$ cat src/rtl/btb_assoc_pkg.sv
// Shared types, encodings and counter helpers for the set-associative BTB.
package btb_assoc_pkg;

  localparam int XLEN     = 32;
  localparam int BTB_SETS = 16;
  localparam int BTB_WAYS = 2;

  localparam logic [1:0] CTR_SNT = 2'd0;
  localparam logic [1:0] CTR_WNT = 2'd1;
  localparam logic [1:0] CTR_WT  = 2'd2;
  localparam logic [1:0] CTR_ST  = 2'd3;

  typedef enum logic {
    ST_IDLE,
    ST_SWEEP
  } flush_state_e;

  function automatic logic [1:0] sat_inc(input logic [1:0] c);
    return (c == CTR_ST) ? CTR_ST : c + 2'd1;
  endfunction

  function automatic logic [1:0] sat_dec(input logic [1:0] c);
    return (c == CTR_SNT) ? CTR_SNT : c - 2'd1;
  endfunction

endpackage

$ cat src/rtl/btb_assoc_if.sv
// Fetch-side lookup, EX-side update and flush signals of the BTB.
interface btb_assoc_if #(
  parameter int XLEN = btb_assoc_pkg::XLEN
);
  logic [XLEN-1:0] pc_if;
  logic            lookup_enable;
  logic            hit_valid;
  logic            predict_taken;
  logic [XLEN-1:0] target_predict;
  logic [XLEN-1:0] pc_hit;
  logic            update_enable;
  logic [XLEN-1:0] pc_update;
  logic [XLEN-1:0] target_update;
  logic            update_taken;
  logic            update_is_jump;
  logic            flush;
  logic            flush_busy;

  modport master (
    output pc_if, lookup_enable, update_enable, pc_update, target_update,
           update_taken, update_is_jump, flush,
    input  hit_valid, predict_taken, target_predict, pc_hit, flush_busy
  );

  modport slave (
    input  pc_if, lookup_enable, update_enable, pc_update, target_update,
           update_taken, update_is_jump, flush,
    output hit_valid, predict_taken, target_predict, pc_hit, flush_busy
  );
endinterface

$ cat src/rtl/btb_assoc_victim_sel.sv
// Allocation victim: lowest-index invalid way, otherwise the set's round-robin pointer.
module btb_assoc_victim_sel #(
  parameter int N_WAYS = 2,
  parameter int WAY_W  = (N_WAYS > 1) ? $clog2(N_WAYS) : 1
) (
  input  logic [N_WAYS-1:0] valid_i,
  input  logic [WAY_W-1:0]  rr_ptr_i,
  output logic [WAY_W-1:0]  way_o,
  output logic              use_rr_o
);

  always_comb begin
    way_o    = rr_ptr_i;
    use_rr_o = 1'b1;
    // Descending scan so the lowest invalid way is the one that sticks.
    for (int w = N_WAYS - 1; w >= 0; w--) begin
      if (!valid_i[w]) begin
        way_o    = WAY_W'(w);
        use_rr_o = 1'b0;
      end
    end
  end

endmodule

$ cat src/rtl/btb_assoc.sv
// Set-associative BTB with 2-bit direction counters, combinational lookup and a per-set flush sweep.
module btb_assoc
  import btb_assoc_pkg::*;
#(
  parameter int         N_SETS   = BTB_SETS,
  parameter int         N_WAYS   = BTB_WAYS,
  parameter logic [1:0] CTR_INIT = CTR_WT
) (
  input logic        clk,
  input logic        reset,
  btb_assoc_if.slave bus
);

  localparam int IDX_W = $clog2(N_SETS);
  localparam int WAY_W = (N_WAYS > 1) ? $clog2(N_WAYS) : 1;
  localparam int TAG_W = XLEN - IDX_W - 2;

  logic [N_WAYS-1:0] valid_q [N_SETS];
  logic [TAG_W-1:0]  tag_q   [N_SETS][N_WAYS];
  logic [XLEN-1:0]   tgt_q   [N_SETS][N_WAYS];
  logic [1:0]        ctr_q   [N_SETS][N_WAYS];
  logic [WAY_W-1:0]  rr_q    [N_SETS];

  flush_state_e      state_q, state_d;
  logic [IDX_W-1:0]  sweep_q, sweep_d;
  logic              clr_en;

  logic [IDX_W-1:0]  lk_idx, up_idx;
  logic [TAG_W-1:0]  lk_tag, up_tag;
  logic              lk_match, up_hit;
  logic [WAY_W-1:0]  lk_way, up_way, vic_way;
  logic              vic_rr;
  logic              upd_ok, lk_hit;
  logic              unused_pc_lsb;

  assign lk_idx = bus.pc_if[IDX_W+1:2];
  assign lk_tag = bus.pc_if[XLEN-1:IDX_W+2];
  assign up_idx = bus.pc_update[IDX_W+1:2];
  assign up_tag = bus.pc_update[XLEN-1:IDX_W+2];
  assign unused_pc_lsb = ^{bus.pc_if[1:0], bus.pc_update[1:0]};

  always_comb begin
    lk_match = 1'b0;
    lk_way   = '0;
    up_hit   = 1'b0;
    up_way   = '0;
    for (int w = 0; w < N_WAYS; w++) begin
      if (valid_q[lk_idx][w] && tag_q[lk_idx][w] == lk_tag) begin
        lk_match = 1'b1;
        lk_way   = WAY_W'(w);
      end
      if (valid_q[up_idx][w] && tag_q[up_idx][w] == up_tag) begin
        up_hit = 1'b1;
        up_way = WAY_W'(w);
      end
    end
  end

  assign lk_hit             = bus.lookup_enable && (state_q == ST_IDLE) && lk_match;
  assign bus.hit_valid      = lk_hit;
  assign bus.predict_taken  = lk_hit && ctr_q[lk_idx][lk_way][1];
  assign bus.target_predict = lk_hit ? tgt_q[lk_idx][lk_way] : bus.pc_if + XLEN'(4);
  assign bus.pc_hit         = lk_hit ? bus.pc_if : '0;
  assign bus.flush_busy     = (state_q == ST_SWEEP);

  btb_assoc_victim_sel #(
    .N_WAYS (N_WAYS),
    .WAY_W  (WAY_W)
  ) u_victim_sel (
    .valid_i  (valid_q[up_idx]),
    .rr_ptr_i (rr_q[up_idx]),
    .way_o    (vic_way),
    .use_rr_o (vic_rr)
  );

  assign upd_ok = bus.update_enable && (state_q == ST_IDLE) && !bus.flush;

  always_ff @(posedge clk or posedge reset) begin
    if (reset) begin
      state_q <= ST_IDLE;
      sweep_q <= '0;
    end else begin
      state_q <= state_d;
      sweep_q <= sweep_d;
    end
  end

  always_comb begin
    state_d = state_q;
    sweep_d = sweep_q;
    clr_en  = 1'b0;
    case (state_q)
      ST_IDLE: begin
        if (bus.flush) begin
          state_d = ST_SWEEP;
          sweep_d = '0;
        end
      end
      ST_SWEEP: begin
        clr_en  = 1'b1;
        sweep_d = sweep_q + IDX_W'(1);
        if (sweep_q == IDX_W'(N_SETS - 1)) begin
          state_d = ST_IDLE;
        end
      end
      default: state_d = ST_IDLE;
    endcase
  end

  // Sweep and update never coincide: updates are only accepted in IDLE.
  always_ff @(posedge clk or posedge reset) begin
    if (reset) begin
      for (int s = 0; s < N_SETS; s++) begin
        valid_q[s] <= '0;
        rr_q[s]    <= '0;
        for (int w = 0; w < N_WAYS; w++) begin
          tag_q[s][w] <= '0;
          tgt_q[s][w] <= '0;
          ctr_q[s][w] <= CTR_SNT;
        end
      end
    end else begin
      if (clr_en) begin
        valid_q[sweep_q] <= '0;
      end
      if (upd_ok) begin
        if (up_hit) begin
          if (bus.update_is_jump) begin
            tgt_q[up_idx][up_way] <= bus.target_update;
            ctr_q[up_idx][up_way] <= CTR_ST;
          end else if (bus.update_taken) begin
            tgt_q[up_idx][up_way] <= bus.target_update;
            ctr_q[up_idx][up_way] <= sat_inc(ctr_q[up_idx][up_way]);
          end else begin
            ctr_q[up_idx][up_way] <= sat_dec(ctr_q[up_idx][up_way]);
          end
        end else if (bus.update_taken || bus.update_is_jump) begin
          valid_q[up_idx][vic_way] <= 1'b1;
          tag_q[up_idx][vic_way]   <= up_tag;
          tgt_q[up_idx][vic_way]   <= bus.target_update;
          ctr_q[up_idx][vic_way]   <= bus.update_is_jump ? CTR_ST : CTR_INIT;
          if (vic_rr) begin
            rr_q[up_idx] <= (rr_q[up_idx] == WAY_W'(N_WAYS - 1)) ? '0
                                                                 : rr_q[up_idx] + WAY_W'(1);
          end
        end
      end
    end
  end

endmodule

$ cat src/flat_wrapper.sv
// flat-port wrapper written by rule: the top's interface ports become plain ports
module btb_assoc_flat import btb_assoc_pkg::*;
#(
  parameter int         N_SETS   = BTB_SETS,
  parameter int         N_WAYS   = BTB_WAYS,
  parameter logic [1:0] CTR_INIT = CTR_WT
)
  (clk, reset, bus_pc_if, bus_lookup_enable, bus_update_enable, bus_pc_update, bus_target_update, bus_update_taken, bus_update_is_jump, bus_flush, bus_hit_valid, bus_predict_taken, bus_target_predict, bus_pc_hit, bus_flush_busy);
  btb_assoc_if #(.XLEN(32)) bus_i ();
  input logic clk;
  input logic reset;
  input wire logic [$bits(bus_i.pc_if)-1:0] bus_pc_if;
  input wire logic [$bits(bus_i.lookup_enable)-1:0] bus_lookup_enable;
  input wire logic [$bits(bus_i.update_enable)-1:0] bus_update_enable;
  input wire logic [$bits(bus_i.pc_update)-1:0] bus_pc_update;
  input wire logic [$bits(bus_i.target_update)-1:0] bus_target_update;
  input wire logic [$bits(bus_i.update_taken)-1:0] bus_update_taken;
  input wire logic [$bits(bus_i.update_is_jump)-1:0] bus_update_is_jump;
  input wire logic [$bits(bus_i.flush)-1:0] bus_flush;
  output wire logic [$bits(bus_i.hit_valid)-1:0] bus_hit_valid;
  output wire logic [$bits(bus_i.predict_taken)-1:0] bus_predict_taken;
  output wire logic [$bits(bus_i.target_predict)-1:0] bus_target_predict;
  output wire logic [$bits(bus_i.pc_hit)-1:0] bus_pc_hit;
  output wire logic [$bits(bus_i.flush_busy)-1:0] bus_flush_busy;
  assign bus_i.pc_if = bus_pc_if;
  assign bus_i.lookup_enable = bus_lookup_enable;
  assign bus_i.update_enable = bus_update_enable;
  assign bus_i.pc_update = bus_pc_update;
  assign bus_i.target_update = bus_target_update;
  assign bus_i.update_taken = bus_update_taken;
  assign bus_i.update_is_jump = bus_update_is_jump;
  assign bus_i.flush = bus_flush;
  assign bus_hit_valid = bus_i.hit_valid;
  assign bus_predict_taken = bus_i.predict_taken;
  assign bus_target_predict = bus_i.target_predict;
  assign bus_pc_hit = bus_i.pc_hit;
  assign bus_flush_busy = bus_i.flush_busy;
  btb_assoc #(.N_SETS(N_SETS), .N_WAYS(N_WAYS), .CTR_INIT(CTR_INIT)) u_core (.clk(clk), .reset(reset), .bus(bus_i));
endmodule
$ cat config.mk
export PLATFORM = sky130hd
export DESIGN_NAME = btb_assoc_flat
export DESIGN_NICKNAME = d
export VERILOG_FILES = /design/src/rtl/btb_assoc_pkg.sv /design/src/rtl/btb_assoc_if.sv /design/src/rtl/btb_assoc_victim_sel.sv /design/src/rtl/btb_assoc.sv /design/src/flat_wrapper.sv
export SDC_FILE = /design/constraint.sdc
export NUM_CORES = 2
export LEC_CHECK = 0
export ABC_AREA = 0
export CORE_MARGIN = 1.5
export CORE_UTILIZATION = 41
export DETAILED_ROUTE_END_ITERATION = 8
export PLACE_DENSITY = 0.58
export SLEW_MARGIN = 20
export SYNTH_ARGS = -nofsm -noshare
export SYNTH_HDL_FRONTEND = slang
export SYNTH_SLANG_ARGS = --single-unit
$ cat constraint.sdc
create_clock -name clk -period 94.2 [get_ports clk]
set_input_delay 18.84 -clock clk [delete_from_list [all_inputs] [get_ports clk]]
set_output_delay 18.84 -clock clk [all_outputs]
set_load 0.03 [all_outputs]
==> metrics.md <==
| Metric | Value |
|---|---|
| Register-to-Register Path Depth | `12` |
| DRC violation count after routing | `0` |
| Arrival time at the worst endpoint | `roughly 27,000 ps` |
| Hpwl dp | `approximately 200 mm` |
| Synthesis warning total | `0` |
| Post-route cell area | `0.114 mm^2` |
| Source-to-sink clock delay at the later pin of the worst-skew pair | `a little under 900 ps` |
| Final number of max-transition violations | `0` |
| Post CTS Setup Buffer Count | `0` |
| Post-DP Area | `0.107 mm^2` |
| Row count | `roughly 180` |
| Endpoint required time on the critical path | `about 75,000 ps` |
| Portion of total power attributed to the clock network | `a little over two fifths` |
| Internal | `1.49 mW` |
| Count of final hold-check violations | `0` |
| Count of unique library cells instantiated by Yosys | `slightly below 100` |
| Layout-stage area growth over the synthesis result | `11.1%` |
| Share of async-settable or async-resettable flops after synthesis | `100%` |
| Path type of the worst min-delay path | `flip-flop to flip-flop` |
| Vias after detailed routing | `about 70,000` |
| Die Area | `around 0.25 mm^2` |
| Number of detailed-routing iterations run before antenna repair | `6` |
| Cell family with the largest share of critical-path delay | `buffers and inverters` |
| Post-cts gate resize count | `0` |
| Startpoint of the lowest-slack register-to-register path | `u_core.tag_q[240]` |
| CORE AREA | `between 0.2 and 0.25 mm^2` |
| Global-route wire length before repair | `510 mm` |
| Number of synthesized register bits | `1,973` |
| Kind of critical path | `input pin to output port` |
| Setup repair after global routing missed its margin | `no` |
| Final min period | `46,080 ps` |
| Terminus of the critical flop-to-flop path | `u_core.tgt_q[101]` |
| Placer Congestion | `0.897` |
| Mapped Area | `a little over 0.1 mm^2` |
| I/O Pins | `between 150 and 200` |
| Count of flip-flops with a built-in enable after synthesis | `0` |
| Critical Path Start Type | `input pin` |
| Cell count along the critical path | `15` |
| Slew headroom | `10.2%` |
| Slowest cell on crit path | `buf_4` |
| Worst reg2reg setup slack | `about 88,000 ps` |
| Dominant cell type by area after synthesis | `dfrtp_1` |
| Final worst path period share | `between 40% and 50%` |
| Critical Path Sink | `bus_target_predict[4]` |
| Switching power as a share of total power | `a little over a quarter` |
| Post-CTS Hold Buffers | `0` |
| TritonCTS clock tree | `done` |
| Buffers from clock root to sink, at most | `3` |
| Peak clock frequency supported by timing | `about 22 MHz` |
| Main flop type after synthesis | `dfrtp_1` |
| Number of H-tree levels | `4` |
| Number of clock buffers inserted by TritonCTS | `210` |
| Reported max-cap violation count | `0` |
| Hold-critical path depth | `2` |
| Initial core utilization | `41.3%` |
| Cell types occupying the most area after synthesis | `dfrtp_1 48%, mux4_2 16%, mux2_2 14%, nand2_1 4.1%, nand3_1 2.7%` |
| Clk sinks | `between 1,500 and 2,000` |
| Final setup fails | `0` |
| Average wire length per cell after detail routing | `just over 30 um` |
| Clock-pin slew reported for the worst setup and hold paths after clock tree synthesis | `60 ps` |
| Vias/cell | `approximately 6.2` |
| Proportion of synthesized chip area in sequential cells | `around half` |
| Area share of the largest cell type after synthesis | `about half` |
| Starting DRT DRC Count | `7,791` |
| Endpoint class of the critical path | `output port` |
| CTS root buffer | `clkbuf_16` |
| Final Net Count | `around 7,800` |
| Setup TNS after final layout | `0 ps` |
| Sequential power share | `between 40 and 50%` |
| Port Buffer Count | `~170` |
| VDD IR-drop max | `20.3 uV` |
| Per-instance average area after synthesis | `approximately 13 um^2` |
| Switch Pwr | `0.542 mW` |
| Cell-by-cell trace of the critical path | `buf_8 > buf_4 > buf_4 > buf_4 > mux4_2 > mux4_2 > xnor2_1 > nand4_1 > nor4_1 > a21oi_1 > nor2_4 > buf_4 > nor2_1 > a21oi_1 > clkdlybuf4s50_1` |
| Areal power density over the cells | `~18 mW/mm^2` |
| Outcome | `finished clean` |
| Leakage dissipation | `around 54 nW` |
| Final setup skew | `47.3 ps` |
| Height of the chip | `~500 um` |
| Portion of total power attributed to combinational logic | `between 10% and 20%` |
| Largest driver fanout on the critical path | `a little under 60` |
| Remaining global-route overflow | `0` |
| Worst-Margin Slew | `1350 ps` |
| Initial antenna violation count | `9` |
| Number of standard cells after synthesis | `7,884` |
| Delay of the slowest cell on the worst path | `about 890 ps` |
| Number of global-route vias before repair | `between 70,000 and 80,000` |
| Overall die width | `between 500 and 600 um` |
| Combined global-route utilization of all metal layers | `between 20% and 30%` |
| Pin count of the biggest net entering global routing | `181` |
| Cell seen most often among critical-path stages | `buf_4` |
| Number of routed nets with antenna violations | `0` |
| Fraction of final layout cells with drive strength greater than 1 | `between 30 and 40%` |
| Routed wire length | `between 300 and 400 mm` |
| Buf+Inv Stages, Crit Path | `6` |
| Worst setup startpoint | `bus_pc_if[3]` |
| Number of nets produced by synthesis | `roughly 8,000` |
==> power groups by stage <==
stage | combinational [mW] | clock [mW] | sequential [mW]
final | 0.253 | 0.850 | 0.931
after global routing | 0.269 | 0.898 | 0.936
after CTS | 0.253 | 0.862 | 0.929
after detailed placement | 0.252 | 0 | 0.945
after global placement | 0.248 | 0 | 0.941
after floorplan | 0.177 | 0 | 0.939
==> metrics by stage <==
stage,hold WS [ps],std cells,setup slack [ps],util [%],power [mW]
2_1_floorplan,433,7884,19640,-,1.12
3_3_place_gp,443,10900,48370,43.0,1.19
3_5_place_dp,451,10900,48320,43.0,1.20
4_1_cts,464,11200,48300,45.8,2.04
5_1_grt,480,11200,47990,45.8,2.10
6_report,460,11200,48120,45.8,2.03
==> layer usage <==
| metal | share of wire (%) | track usage (%) | routed length, um | vias to the layer above |
|---|---|---|---|---|
| met5 | 0.0037 | 0 | 13 | - |
| met4 | 5.2 | 12.8 | 18100 | 2 |
| met3 | 8.3 | 5.83 | 29000 | 752 |
| met2 | 46 | 43.4 | 162000 | 3222 |
| met1 | 40 | 36.6 | 140000 | 37300 |
| li1 | - | - | - | 28600 |
==> tightest hold or removal path, stage by stage (launching register included) <==
cell     delay (ps)
dfrtp_1         340
nand2_1          50
nand2_1          40
==> kinds of logic after synthesis <==
family | synth area share [%]
buffers and inverters | 3.87
xor gates and xnor gates | 1.05
adders and majority gates | 0.0902
DFF | 48.1
and+or+nand+nor | 9.34
muxes | 34.4
AOI/OAI and AO/OA | 3.12
==> cells in the final DEF, fill, tap and decap left out, types with 11 or more instances in the layout <==
cell | synthesis | routed
nand4_1 | 31 | 31
mux2i_1 | 233 | 233
mux4_2 | 744 | 744
dfrtp_1 | 1973 | 1973
a221oi_1 | 13 | 13
inv_1 | 25 | 23
and2_1 | 53 | 52
mux2_2 | 1309 | 1309
buf_4 | 66 | 229
nand2_2 | 13 | 16
a31oi_1 | 47 | 47
nor2_4 | 0 | 22
nor3_4 | 4 | 23
nand3_2 | 4 | 20
nor2_1 | 130 | 127
o22ai_1 | 15 | 15
a22o_1 | 33 | 33
o2bb2ai_1 | 13 | 13
xnor2_1 | 103 | 103
buf_2 | 241 | 11
clkinv_2 | 0 | 33
o21ai_0 | 63 | 63
clkbuf_16 | 0 | 211
nand2_1 | 1116 | 1113
a22oi_1 | 46 | 46
nor3_1 | 53 | 50
nand2b_1 | 34 | 34
clkdlybuf4s50_1 | 0 | 148
a21oi_1 | 100 | 100
o211ai_1 | 19 | 19
bufinv_16 | 0 | 14
nand3_1 | 545 | 528
clkbuf_1 | 369 | 59
xor2_1 | 20 | 20
mux2_1 | 122 | 122
clkbuf_8 | 0 | 48
o31ai_1 | 11 | 11
==> layout make-up <==
type | instances | area [um^2]
Timing Repair Buffer | 413 | 3650
Antenna cell | 5 | 12.5
Sequential cell | 1973 | 49400
Inverter | 30 | 120
Tap cell | 3330 | 4170
Multi-Input combinational cell | 5110 | 49800
Fill cell | 22300 | 135000
Clock inverter | 64 | 860
Clock buffer | 316 | 6130
==> how the worst min path moves through the flow <==
stage                       from                 to  slack (ps)
3_5_place_dp   u_core.tgt_q[580]  u_core.tgt_q[580]         450
4_1_cts        u_core.tgt_q[599]  u_core.tgt_q[599]         460
3_3_place_gp   u_core.tgt_q[607]  u_core.tgt_q[607]         440
2_1_floorplan  u_core.tgt_q[320]  u_core.tgt_q[320]         430
6_report       u_core.tgt_q[592]  u_core.tgt_q[592]         460
5_1_grt         u_core.tgt_q[13]   u_core.tgt_q[13]         480
==> sequential cells by signal (all words and copies together) (netlist names) <==
name and flops:
u_core.sweep_q 4, u_core.rr_q 16, u_core.bus.flush_busy 1, u_core.ctr_q 64, u_core.tgt_q 1024, u_core.tag_q 832
u_core.valid_q 32
==> Yosys cell counts, types with 20 or more instances <==
cell type  instances
mux2_2          1309
a31oi_1           47
buf_6             49
xor2_1            20
nand2_1         1116
mux2i_1          233
buf_4             66
mux4_2           744
inv_1             25
buf_1             41
xnor2_1          103
buf_2            241
dfrtp_1         1973
a22oi_1           46
mux2_1           122
nor2_1           130
a21oi_1          100
clkbuf_1         369
nor2_2            24
nand4_1           31
o21ai_0           63
a22o_1            33
nand2b_1          34
nor3_1            53
nand3_1          545
and2_1            53
No activity file was read; power rests on OpenSTA's default activity.
